`config.mk`:
```
export PLATFORM = sky130hd
export DESIGN_NAME = spi_cfg_regbank
export DESIGN_NICKNAME = d
export VERILOG_FILES = /design/src/rtl/spi_cfg_regbank.sv
export SDC_FILE = /design/constraint.sdc
export NUM_CORES = 1
export LEC_CHECK = 0
export CORE_ASPECT_RATIO = 0.5
export CORE_MARGIN = 2
export CORE_UTILIZATION = 50
export CTS_BUF_LIST = sky130_fd_sc_hd__clkbuf_8
export DETAILED_ROUTE_END_ITERATION = 8
export PLACE_DENSITY = 0.77
export SLEW_MARGIN = 20
export SYNTH_ARGS = -nofsm -noshare
export SYNTH_HDL_FRONTEND = slang
export SYNTH_SLANG_ARGS = --single-unit
```
`constraint.sdc`:
```
create_clock -name clk -period 5.08 [get_ports clk]
set_input_delay 1.27 -clock clk [delete_from_list [all_inputs] [get_ports clk]]
set_output_delay 1.27 -clock clk [all_outputs]
set_load 0.02 [all_outputs]
```
`src/rtl/spi_cfg_regbank.sv`:
```
// SPI configuration register bank: decodes SYNC/ADDR/DATA byte frames from spi_slave
// into register writes and read-backs, with address checking, inter-byte timeout and ss_n abort.
module spi_cfg_regbank #(
  parameter int                    NUM_REGS    = 16,
  parameter int                    DATA_BYTES  = 4,
  parameter logic [8*DATA_BYTES-1:0] RESET_VALUE = '0,
  parameter int                    TIMEOUT_CYC = 50000,
  parameter logic [7:0]            WR_SYNC     = 8'h5A,
  parameter logic [7:0]            RD_SYNC     = 8'hA5
) (
  input  logic                               clk,
  input  logic                               rstn,
  input  logic                               spi_ss_n,
  input  logic                               s_valid,
  output logic                               s_ready,
  input  logic [7:0]                         s_rx_data,
  output logic [7:0]                         s_tx_data,
  output logic [NUM_REGS*8*DATA_BYTES-1:0]   regs,
  output logic                               wr_en,
  output logic [7:0]                         wr_addr,
  output logic                               err_addr,
  output logic                               err_timeout
);

  localparam int DATA_W = 8 * DATA_BYTES;
  localparam int AW     = (NUM_REGS > 1)    ? $clog2(NUM_REGS)      : 1;
  localparam int BW     = (DATA_BYTES > 1)  ? $clog2(DATA_BYTES)    : 1;
  localparam int TW     = (TIMEOUT_CYC > 1) ? $clog2(TIMEOUT_CYC+1) : 1;

  typedef enum logic [2:0] {IDLE, ADDR, WDATA, WRITE, RDATA} state_e;

  state_e              state_q;
  logic                is_rd_q;
  logic [7:0]          addr_q;
  logic [BW-1:0]       bcnt_q;
  logic [DATA_W-1:0]   data_buf_q;
  logic [DATA_W-1:0]   shadow_q;
  logic [TW-1:0]       tmo_q;
  logic [2:0]          ss_sync_q;
  logic [DATA_W-1:0]   regs_q [NUM_REGS];
  logic                s_ready_q;
  logic [7:0]          tx_q;
  logic                wr_en_q;
  logic [7:0]          wr_addr_q;
  logic                err_addr_q;
  logic                err_timeout_q;

  logic                accept;
  logic                ss_rise;
  logic                counting;
  logic                tmo_hit;
  logic                abort;
  logic                rx_addr_ok;
  logic                addr_ok;
  logic                last_byte;
  logic [DATA_W-1:0]   rd_word;
  logic [DATA_W-1:0]   shadow_nx;

  always_comb begin
    accept     = s_valid & s_ready_q;
    // ss_sync_q[1] is the synchronised level, [2] its previous value
    ss_rise    = ss_sync_q[1] & ~ss_sync_q[2];
    counting   = (state_q == ADDR) || (state_q == WDATA) || (state_q == RDATA);
    tmo_hit    = (TIMEOUT_CYC != 0) && counting && (tmo_q == TW'(TIMEOUT_CYC));
    abort      = (state_q != IDLE) && (ss_rise || tmo_hit);
    rx_addr_ok = int'(s_rx_data) < NUM_REGS;
    addr_ok    = int'(addr_q) < NUM_REGS;
    last_byte  = (bcnt_q == BW'(DATA_BYTES - 1));
    rd_word    = '0;
    if (rx_addr_ok) rd_word = regs_q[s_rx_data[AW-1:0]];
    shadow_nx  = shadow_q >> 8;
  end

  always_ff @(posedge clk or negedge rstn) begin
    if (!rstn) begin
      state_q       <= IDLE;
      is_rd_q       <= 1'b0;
      addr_q        <= '0;
      bcnt_q        <= '0;
      data_buf_q    <= '0;
      shadow_q      <= '0;
      tmo_q         <= '0;
      ss_sync_q     <= '1;
      s_ready_q     <= 1'b0;
      tx_q          <= '0;
      wr_en_q       <= 1'b0;
      wr_addr_q     <= '0;
      err_addr_q    <= 1'b0;
      err_timeout_q <= 1'b0;
      for (int unsigned i = 0; i < NUM_REGS; i++) regs_q[i] <= RESET_VALUE;
    end else begin
      ss_sync_q     <= {ss_sync_q[1:0], spi_ss_n};
      wr_en_q       <= 1'b0;
      err_timeout_q <= 1'b0;
      s_ready_q     <= 1'b1;
      if (counting) tmo_q <= tmo_q + TW'(1);
      else          tmo_q <= '0;

      // An abort takes priority over a byte accepted in the same cycle
      if (abort) begin
        state_q       <= IDLE;
        err_timeout_q <= 1'b1;
        tx_q          <= '0;
        bcnt_q        <= '0;
        tmo_q         <= '0;
      end else begin
        case (state_q)
          IDLE: begin
            if (accept) begin
              if (s_rx_data == WR_SYNC) begin
                is_rd_q <= 1'b0;
                state_q <= ADDR;
              end else if (s_rx_data == RD_SYNC) begin
                is_rd_q <= 1'b1;
                state_q <= ADDR;
              end
            end
          end
          ADDR: begin
            if (accept) begin
              tmo_q  <= '0;
              addr_q <= s_rx_data;
              bcnt_q <= '0;
              if (is_rd_q) begin
                shadow_q <= rd_word;
                tx_q     <= rd_word[7:0];
                state_q  <= RDATA;
              end else begin
                state_q  <= WDATA;
              end
            end
          end
          WDATA: begin
            if (accept) begin
              tmo_q <= '0;
              data_buf_q[8*int'(bcnt_q) +: 8] <= s_rx_data;
              if (last_byte) begin
                bcnt_q    <= '0;
                s_ready_q <= 1'b0;
                state_q   <= WRITE;
              end else begin
                bcnt_q <= bcnt_q + BW'(1);
              end
            end
          end
          WRITE: begin
            if (addr_ok) begin
              regs_q[addr_q[AW-1:0]] <= data_buf_q;
              wr_en_q    <= 1'b1;
              wr_addr_q  <= addr_q;
              err_addr_q <= 1'b0;
            end else begin
              err_addr_q <= 1'b1;
            end
            state_q <= IDLE;
          end
          RDATA: begin
            if (accept) begin
              tmo_q <= '0;
              if (last_byte) begin
                tx_q       <= '0;
                bcnt_q     <= '0;
                err_addr_q <= ~addr_ok;
                state_q    <= IDLE;
              end else begin
                shadow_q <= shadow_nx;
                tx_q     <= shadow_nx[7:0];
                bcnt_q   <= bcnt_q + BW'(1);
              end
            end
          end
          default: state_q <= IDLE;
        endcase
      end
    end
  end

  always_comb begin
    regs = '0;
    for (int unsigned i = 0; i < NUM_REGS; i++) regs[i*DATA_W +: DATA_W] = regs_q[i];
  end

  assign s_ready     = s_ready_q;
  assign s_tx_data   = tx_q;
  assign wr_en       = wr_en_q;
  assign wr_addr     = wr_addr_q;
  assign err_addr    = err_addr_q;
  assign err_timeout = err_timeout_q;

endmodule

```
## Yosys cells after proc, flatten, opt, wreduce, memory -nomap -nowiden

Index checks and enable logic that the tools add are counted.

| storage, ports and cells | value |
|---|---|
| bits of input ports | 12 |
| word-level logic and storage cells | 146 |
| flip-flop bits (word level) | 629 |

| operators by class | value |
|---|---|
| equality and inequality tests | 22 |
| reductions and logical operators | 24 |
| mux-type cells | 53 |
| shifts and indexed selects | 2 |
| bitwise gates (word level) | 7 |
| order comparisons | 5 |
| add/sub/neg operators | 3 |

Operators with widths:

| kind | count |
|---|---|
| $bwmux W512 | 1 |
| $mux W32 | 8 |
| $bmux W32 S4 | 1 |
| $demux W32 S4 | 1 |
| $mux W16 | 4 |
| $pmux W32 S2 | 1 |
| $mux W8 | 5 |
| $neg A5 Y33 | 1 |
| $shift A8 B33 Y32 const A | 1 |
| $shiftx A8 B33 Y32 | 1 |
| $bwmux W32 | 1 |
| $mux W3 | 10 |
| $ne A3 B3 Y1 const B | 7 |
| $add A16 B1 Y16 const B | 1 |
| $eq A16 B16 Y1 const B | 1 |
| $lt A8 B5 Y1 const B | 2 |
| $pmux W8 S2 | 1 |
| $mux W1 | 13 |
| $pmux W3 S4 | 1 |
| $reduce_and A3 Y1 | 4 |
| $reduce_and A4 Y1 | 3 |
| $ge A5 B5 Y1 const B | 2 |
| $ne A2 B2 Y1 const B | 5 |
| $not A4 Y5 | 2 |
| other kinds (24) | 39 |

## Longest topological paths before layout

Gate-level depths: netlist of run 1.

| logic depth | value |
|---|---|
| depth after elaboration | 9 |
| gate-level depth with buffers | 9 |
| mapped depth without buffers | 7 |

## Least setup slack after synthesis of run 1

OpenSTA, ideal clock, no wires.

| path | value |
|---|---|
| path kind | input-to-reg |
| from | in s_rx_data[0] |
| to | reg shadow_q[22] |
| stages on the path | 8 |
| buffers on the path | 3 |
| setup time | 0.129 ns |
| path slack | 1.954 ns |
| data arrival time | 2.998 ns |
| path through | clkbuf_1 > buf_2 > buf_2 > mux4_2 > mux2i_1 > nor2_1 > a221oi_1 > a21oi_1 |

| on the way | value |
|---|---|
| cells in the longest elaborated chain, start to end | 8 |
| elaborated cells between the ends (all ways) | 9 |
| classes of those cells | 1 x order compare; 7 x mux; 1 x bitwise |

Ends and longest elaborated chain:

| element | line | source |
|---|---|---|
| from (decl) | 16 | `input logic [7:0] s_rx_data,` |
| $not A4 Y5 (not written as such) | 70 | `if (rx_addr_ok) rd_word = regs_q[s_rx_data[AW-1:0]];` |
| $bmux W32 S4 | 70 |  |
| $mux W32 (not written as such) (2 in a row) | 70 |  |
| $mux W32 (*) | 70 |  |
| $mux W32 (*) | 124 | `if (is_rd_q) begin` |
| $mux W32 (*) | 120 | `if (accept) begin` |
| $pmux W32 S2 (*) | 107 | `case (state_q)` |
| to (signal assigned) | 125 | `shadow_q <= rd_word;` |
| to (signal assigned) | 166 | `shadow_q <= shadow_nx;` |
| to (decl) | 37 | `logic [DATA_W-1:0] shadow_q;` |

Every way passes the cells marked *; elsewhere a longest branch is shown, timed or not. The select of a mux whose other input is x is not followed.
A chain may end at the register's enable or synchronous reset.

## Worst setup path in the final report of run 1

| path | value |
|---|---|
| from | reg state_q[1] |
| to | reg regs_q, in the netlist regs[355] |

| on the way | value |
|---|---|
| cells in the longest elaborated chain, start to end | 8 |
| elaborated cells between the ends (all ways) | 12 |
| classes of those cells | 4 x eq/ne; 1 x bitwise; 7 x reduce/logical |

Ends and longest elaborated chain:

| element | line | source |
|---|---|---|
| from (decl) | 32 | `state_e state_q;` |
| from (signal assigned) | 76 | `state_q <= IDLE;` |
| from (signal assigned) | 101 | `state_q <= IDLE;` |
| from (signal assigned) | 112 | `state_q <= ADDR;` |
| $eq A3 B1 Y1 or $eq A3 B2 Y1 (tied branches) | 63 | `counting = (state_q == ADDR) \|\| (state_q == WDATA) \|\| (state_q == RDATA);` |
| $logic_or A1 B1 Y1 (2 in a row) | 63 |  |
| $logic_and A1 B1 Y1 | 64 | `tmo_hit = (TIMEOUT_CYC != 0) && counting && (tmo_q == TW'(TIMEOUT_CYC));` |
| $logic_or A1 B1 Y1 | 65 | `abort = (state_q != IDLE) && (ss_rise \|\| tmo_hit);` |
| $logic_and A1 B1 Y1 | 65 |  |
| $not A1 Y1 (no line) | n/a |  |
| $reduce_and A3 Y1 (no line) (*) | n/a |  |
| to (signal, indexed assignment) | 148 | `regs_q[addr_q[AW-1:0]] <= data_buf_q;` |
| to (decl) | 40 | `logic [DATA_W-1:0] regs_q [NUM_REGS];` |

Every way passes the cells marked *; elsewhere a longest branch is shown, timed or not.

==> impl_metrics.csv, run 1 <==
group,metric,value,unit
run_status,outcome,"finished clean",
synthesis,syn_nets,1905,
floorplanning,fp.dieArea,58030,um^2
synthesis,ys_warn_count,0,
synthesis,synth_edf_count,0,
critical_path,crit_path_cell_trace,"nand2_1 > nor4_4 > buf_4 > and3b_1 > nor2b_4 > buf_4 > mux2_2",
detailed_routing,dr.first_iter.drc_count,1580,
synthesis,synthCells,1885,
timing,slew_headroom,20.41,%
clock_tree,cts_hold_buf,0,
timing,hold_viol,0,
detailed_routing,ant_nets,0,
hold_path,min_from,"ss_sync_q[0]$_DFF_PN1_",
synthesis,synth-seq-cells,621,
clock_tree,cts_resized,0,
floorplanning,start_util,50.54,%
detailed_routing,num_vias,19520,
critical_path,crit_path_max_fanout,20,
synthesis,synth.avg_cell_area,14.86,um^2
timing,timing.fmax,295.4,MHz
floorplanning,rows,61,
critical_path,critPathMostFrequentCell,"buf_4",
layout,area_delta_synth_final,28.43,%
critical_path,crit_type,"reg2reg",
layout,seq_area,15540,um^2
global_route,grt_overflow,0,
placed_design,hpwl,61810,um
clock_tree,cts_tree,"yes",
global_route,grt_usage,30.73,%
floorplanning,core_area,55410,um^2
critical_path,crit_required,5.63,ns
layout,fin_nets,2429,
floorplanning,die_h,171.3,um
layout,drive_above_1_share,35.09,%
synthesis,synth.most_common_cell,"dfrtp_1",
synthesis,synth.top_cell.area_share,55.23,%
detailed_routing,wire_per_inst,28.01,um
detailed_routing,drc,0,
clock_tree,clk_pin_slew,0.07,ns
power_and_ir_drop,ir_drop,0.1679,mV
layout,final_util,64.90,%
synthesis,synthArstFlopShare,100.0,%
timing,tightestPinTransition,1.191,ns
detailed_routing,vias_per_cell,6.031,
critical_path,cpMaxStageDelayCell,"dfrtp_1",
clock_tree,cts_buffers,89,
synthesis,yosysTopAreaCell,"dfrtp_1",
critical_path,ff2ff_setup_slack,1.70,ns
timing,period_share,66.63,%
synthesis,synth_ff_type,"dfrtp_1",
global_route,grt_pass1_vias,19540,
clock_tree,cts-root-buf,"clkbuf_8",
timing,drv_slew,0,
layout,fillers,4119,
timing,clock_skew,0.03076,ns
synthesis,yosysSeqAreaShare,55.51,%
synthesis,netlist_area,28000,um^2
critical_path,arrival,3.94,ns
placed_design,placed_area,34150,um^2
run,drv_cap,0,
floorplanning,io_pins,544,
clock_tree,cts_setup_buffers,0,
clock_tree,h-tree-depth,3,
global_route,grt_max_degree,122,
power_and_ir_drop,leakagePower,0.01651,uW
synthesis,synthTopCellsByArea,"dfrtp_1 (55%), mux2_2 (22%), mux4_2 (10%)",
detailed_routing,dr.pass1.iters,5,
hold_path,worstHoldEndpoint,"ss_sync_q[1]$_DFF_PN1_",
critical_path,cp-start-kind,"flop",
clock_tree,clock_latency,0.68,ns
global_route,antenna_found_initial,1,
critical_path,critPathBufInv,2,
synthesis,synth_cell_types,63,
clock_tree,cts_sinks,621,
timing,whs,0.3622,ns
placed_design,io_buffers,543,
floorplanning,die_w,338.7,um
placed_design,place_ws,1.216,ns
clock_tree,clock_path_buffers,3,
critical_path,r2r_end,"regs[355]$_DFFE_PN0P_",
hold_path,hold_class,"reg2reg",
global_route,grt_pass1_wl,131800,um
detailed_routing,drt_wl_total,90630,um
placed_design,gp_congestion,0.8771,
critical_path,rr_worst_depth,7,
critical_path,crit_path_end_kind,"flop",
critical_path,crit_family,"simple AND/OR/NAND/NOR gates",
timing,finalSetupViolCount,0,
power_and_ir_drop,power_density,291.7,nW/um^2
critical_path,worstReg2RegStart,"state_q[1]$_DFFE_PN0P_",
synthesis,synthTopCellsByCount,"dfrtp_1 (618), mux2_2 (540), mux4_2 (128), nand2_1 (86), nor2_1 (78)",
critical_path,critPathMaxStageDelay,0.76,ns
timing,fin_tns_setup,0,ns
timing,worst_slack,1.695,ns
hold_path,whs_path_depth,0,
timing,final.min_clock_period,3.385,ns
layout,stdcell_area,35960,um^2
timing,rsz0062_at_grt,"no",
layout,multi_input_area,11780,um^2
[cell families after synthesis]
| group | Yosys count | share of synthesized area, % |
|---|---|---|
| multiplexers | 717 | 33.80 |
| AO/OA/AOI/OAI | 128 | 3.097 |
| adder cells (fa/ha/maj) | 9 | 0.3932 |
| AND/OR/NAND/NOR | 235 | 3.959 |
| XOR/XNOR | 15 | 0.4691 |
| buffers and inverters | 160 | 2.770 |
| flip-flops | 621 | 55.51 |
[layer usage]
| metal | track usage (%) | vias to the layer above | share of wire [%] |
|---|---|---|---|
| met3 | 4.775 | 233 | 5.3 |
| met4 | 14.67 | 0 | 5.1 |
| li1 | - | 8040 | - |
| met1 | 40.63 | 10470 | 40 |
| met2 | 50.56 | 774 | 49 |
| met5 | 0 | - | 0 |
[final cells by class]
type	instances	area share [%]
sequential	621	43.22
inverter	8	0.08350
clock inverter	52	0.7584
tap	756	2.630
timing repair buffer	585	16.36
multi-input combinational	1104	32.77
antenna	1	0.006958
clock buffer	109	4.171
[cells in the final DEF, fill, tap and decap left out, types with 9 or more instances in the layout]
| cell type | netlist | routed |
|---|---|---|
| mux2_2 | 540 | 540 |
| mux2i_1 | 40 | 40 |
| mux4_2 | 128 | 128 |
| clkbuf_8 | 0 | 109 |
| o21ai_0 | 36 | 36 |
| mux2_1 | 9 | 9 |
| nor2b_1 | 11 | 9 |
| buf_12 | 0 | 10 |
| xnor2_1 | 10 | 10 |
| clkdlybuf4s50_1 | 0 | 539 |
| a21oi_1 | 25 | 25 |
| buf_4 | 2 | 33 |
| nor2_1 | 78 | 76 |
| inv_1 | 8 | 48 |
| nor3_1 | 11 | 10 |
| dfrtp_1 | 618 | 618 |
| nand2_2 | 0 | 9 |
| a221oi_1 | 24 | 24 |
| nand2_1 | 86 | 77 |
[how the worst max path moves through the flow]
stage / endpoint / cells after the start / from
finish: regs[355]$_DFFE_PN0P_ / 7 / state_q[1]$_DFFE_PN0P_
global route: regs[355]$_DFFE_PN0P_ / 7 / state_q[1]$_DFFE_PN0P_
CTS: regs[355]$_DFFE_PN0P_ / 7 / state_q[1]$_DFFE_PN0P_
detailed placement: shadow_q[12]$_DFFE_PN0P_ / 6 / s_rx_data[4]
global placement: shadow_q[27]$_DFFE_PN0P_ / 5 / s_rx_data[3]
floorplan: shadow_q[22]$_DFFE_PN0P_ / 8 / s_rx_data[0]
[worst register-to-register path, cell delays in order (launching register included)]
cell	delay, ns
dfrtp_1	0.76
nand2_1	0.22
nor4_4	0.25
buf_4	0.26
and3b_1	0.31
nor2b_4	0.71
buf_4	0.37
mux2_2	0.38
[through the flow]
stage / total power (uW) / instances
floorplan: 6008 / 1885
global placement: 6513 / 3074
detailed placement: 6537 / 3074
CTS: 10500 / 3235
global route: 10860 / 3236
finish: 10490 / 3236
[state kept, by name, indices dropped and copies added (netlist names)]
register / cells
bcnt_q: 2
wr_en: 1
regs: 512
s_tx_data: 8
s_ready: 1
state_q: 3
wr_addr: 8
err_timeout: 1
is_rd_q: 1
ss_sync_q: 3
tmo_q: 16
data_buf_q: 32
shadow_q: 24
addr_q: 8
err_addr: 1
[where the power goes]
group | switching, uW | total (uW) | internal (uW)
sequential | 357 | 5480 | 5120
combinational | 606 | 1010 | 399
clock | 1970 | 4010 | 2040
total | 2930 | 10500 | 7560
Power figures use the tool's default switching activity.
==> inputs of run 2 (changes only) <==
Clock period 5.08 ns to 3.5 ns, I/O delays scaled along.
==> run 2 against run 1 <==
  * Sequential cell count unchanged
  * Maximum frequency up 20%
  * Cell area up 1.4%
  * Largest cell class unchanged
  * Via count up 0.29%
==> impl_metrics.csv, run 2 (synthesized netlist as in run 1, its figures left out) <==
group,metric,value,unit
run_status,outcome,"finished clean",
power_and_ir_drop,leakagePower,0.01677,uW
critical_path,ff2ff_setup_slack,0.68,ns
floorplanning,core_area,55410,um^2
placed_design,io_buffers,543,
clock_tree,clock_latency,0.70,ns
clock_tree,cts-root-buf,"clkbuf_8",
detailed_routing,vias_per_cell,5.964,
timing,final.min_clock_period,2.822,ns
placed_design,dp.cells,3124,
critical_path,r2r_end,"regs[251]$_DFFE_PN0P_",
detailed_routing,drt_wl_total,91210,um
clock_tree,cts_sinks,621,
critical_path,critPathMaxStageDelay,0.56,ns
floorplanning,die_w,338.7,um
timing,hold_viol,0,
clock_tree,cts_tree,"yes",
timing,finalSetupViolCount,0,
layout,fillers,4135,
clock_tree,clock_path_buffers,3,
placed_design,hpwl,63300,um
critical_path,cpMaxStageDelayCell,"or4_4",
timing,rsz0062_at_grt,"no",
critical_path,critPathBufInv,2,
clock_tree,cts_resized,0,
critical_path,cp-start-kind,"flop",
placed_design,placed_area,34640,um^2
global_route,grt_overflow,0,
timing,timing.fmax,354.3,MHz
timing,drv_slew,0,
detailed_routing,dr.pass1.iters,8,
global_route,antenna_found_initial,1,
detailed_routing,dr.first_iter.drc_count,1603,
placed_design,place_ws,0.4139,ns
critical_path,crit_family,"simple AND/OR/NAND/NOR gates",
detailed_routing,num_vias,19570,
layout,final_util,65.84,%
layout,area_delta_synth_final,30.29,%
run,drv_cap,0,
timing,worst_slack,0.6777,ns
layout,largest_reg_flops,512,
timing,tightestPinTransition,0.9195,ns
detailed_routing,wire_per_inst,27.79,um
clock_tree,cts_buffers,90,
layout,stdcell_area,36480,um^2
floorplanning,start_util,50.54,%
clock_tree,cts_setup_buffers,0,
critical_path,worstReg2RegStart,"addr_q[7]$_DFFE_PN0P_",
detailed_routing,drc,0,
critical_path,crit_type,"reg2reg",
critical_path,crit_path_end_kind,"flop",
global_route,grt_usage,30.98,%
layout,drive_above_1_share,36.79,%
floorplanning,fp.dieArea,58030,um^2
layout,mostFrequentLayoutCells,"dfrtp_1 (618), mux2_2 (540), clkdlybuf4s50_1 (539)",
critical_path,crit_path_max_fanout,17,
clock_tree,h-tree-depth,3,
power_and_ir_drop,power_density,424.6,nW/um^2
layout,seq_area,15540,um^2
detailed_routing,ant_nets,0,
floorplanning,rows,61,
timing,fin_tns_setup,0,ns
critical_path,crit_path_cell_trace,"or4_4 > nor4_4 > buf_4 > and3b_1 > nor2b_4 > buf_4 > mux2_2",
layout,final_cell_count_no_fill,3282,
global_route,grt_pass1_wl,132900,um
hold_path,hold_class,"in2async",
timing,slew_headroom,38.23,%
floorplanning,die_h,171.3,um
layout,multi_input_area,11750,um^2
placed_design,gp_congestion,0.8798,
floorplanning,io_pins,544,
global_route,grt_pass1_vias,20050,
layout,final_common_cell,"dfrtp_1",
global_route,grt_max_degree,90,
critical_path,arrival,3.37,ns
critical_path,crit_required,4.04,ns
critical_path,critPathMostFrequentCell,"buf_4",
timing,period_share,80.64,%
critical_path,rr_worst_depth,7,
clock_tree,clk_pin_slew,0.07,ns
clock_tree,cts_hold_buf,0,
timing,clock_skew,0.04980,ns
power_and_ir_drop,ir_drop,0.2611,mV
layout,fin_nets,2480,
run 2: cell count changes in the layout (fill, tap and decap cells not counted), moves of 4 or more:
cell       previous run  this run
buf_12               10        19
inv_1                48        29
buf_4                33        74
o2111ai_1             0         4
o2111ai_2             4         0
clkbuf_8            109       115
clkinv_2              6        13
run 2: per-stage QoR:
step / hold WS (ns) / power [uW]
finish: 0.2177 / 15490
global route: 0.2354 / 16050
CTS: 0.2228 / 15550
detailed placement: 0.3573 / 9582
global placement: 0.3566 / 9530
floorplan: 0.3452 / 8720
run 2: power by group:
part / leakage, uW / total (uW) / switching (uW) / internal (uW)
combinational: 0.00711 / 1560 / 924 / 640
sequential: 0.00862 / 7920 / 490 / 7430
clock: 0.00104 / 6010 / 2900 / 3110
run 2: cell type report:
class | instances | area share [%]
Antenna cell | 1 | 0.006859
Clock buffer | 115 | 4.338
Clock inverter | 42 | 0.7031
Inverter | 8 | 0.08231
Multi-Input combinational cell | 1104 | 32.20
Sequential cell | 621 | 42.61
Tap cell | 756 | 2.593
Timing Repair Buffer | 635 | 17.47
run 2: per-layer routing:
layer / wire, um / track usage [%]
met2: 45490 / 51.79
met3: 5827 / 6.366
met4: 3637 / 12.21
met5: 0 / 0
met1: 36250 / 40.24
run 2: worst register-to-register path, delay by kind of cell, from the launching register on:
family	cells	cell delay [ns]
and+or+nand+nor	4	1.28
buffers and inverters	2	0.66
muxes	1	0.39
DFF	1	0.38
run 2: how the worst max path moves through the flow:
| stage | startpoint | to | slack, ns | cells after the start |
|---|---|---|---|---|
| after detailed placement | s_rx_data[7] | shadow_q[31]$_DFFE_PN0P_ | 0.41 | 5 |
| after CTS | addr_q[7]$_DFFE_PN0P_ | regs[251]$_DFFE_PN0P_ | 0.71 | 7 |
| final | addr_q[7]$_DFFE_PN0P_ | regs[251]$_DFFE_PN0P_ | 0.68 | 7 |
| after floorplan | s_rx_data[0] | shadow_q[22]$_DFFE_PN0P_ | 0.77 | 8 |
| after global placement | s_rx_data[7] | shadow_q[28]$_DFFE_PN0P_ | 0.48 | 5 |
| after global routing | addr_q[7]$_DFFE_PN0P_ | regs[237]$_DFFE_PN0P_ | 0.56 | 7 |
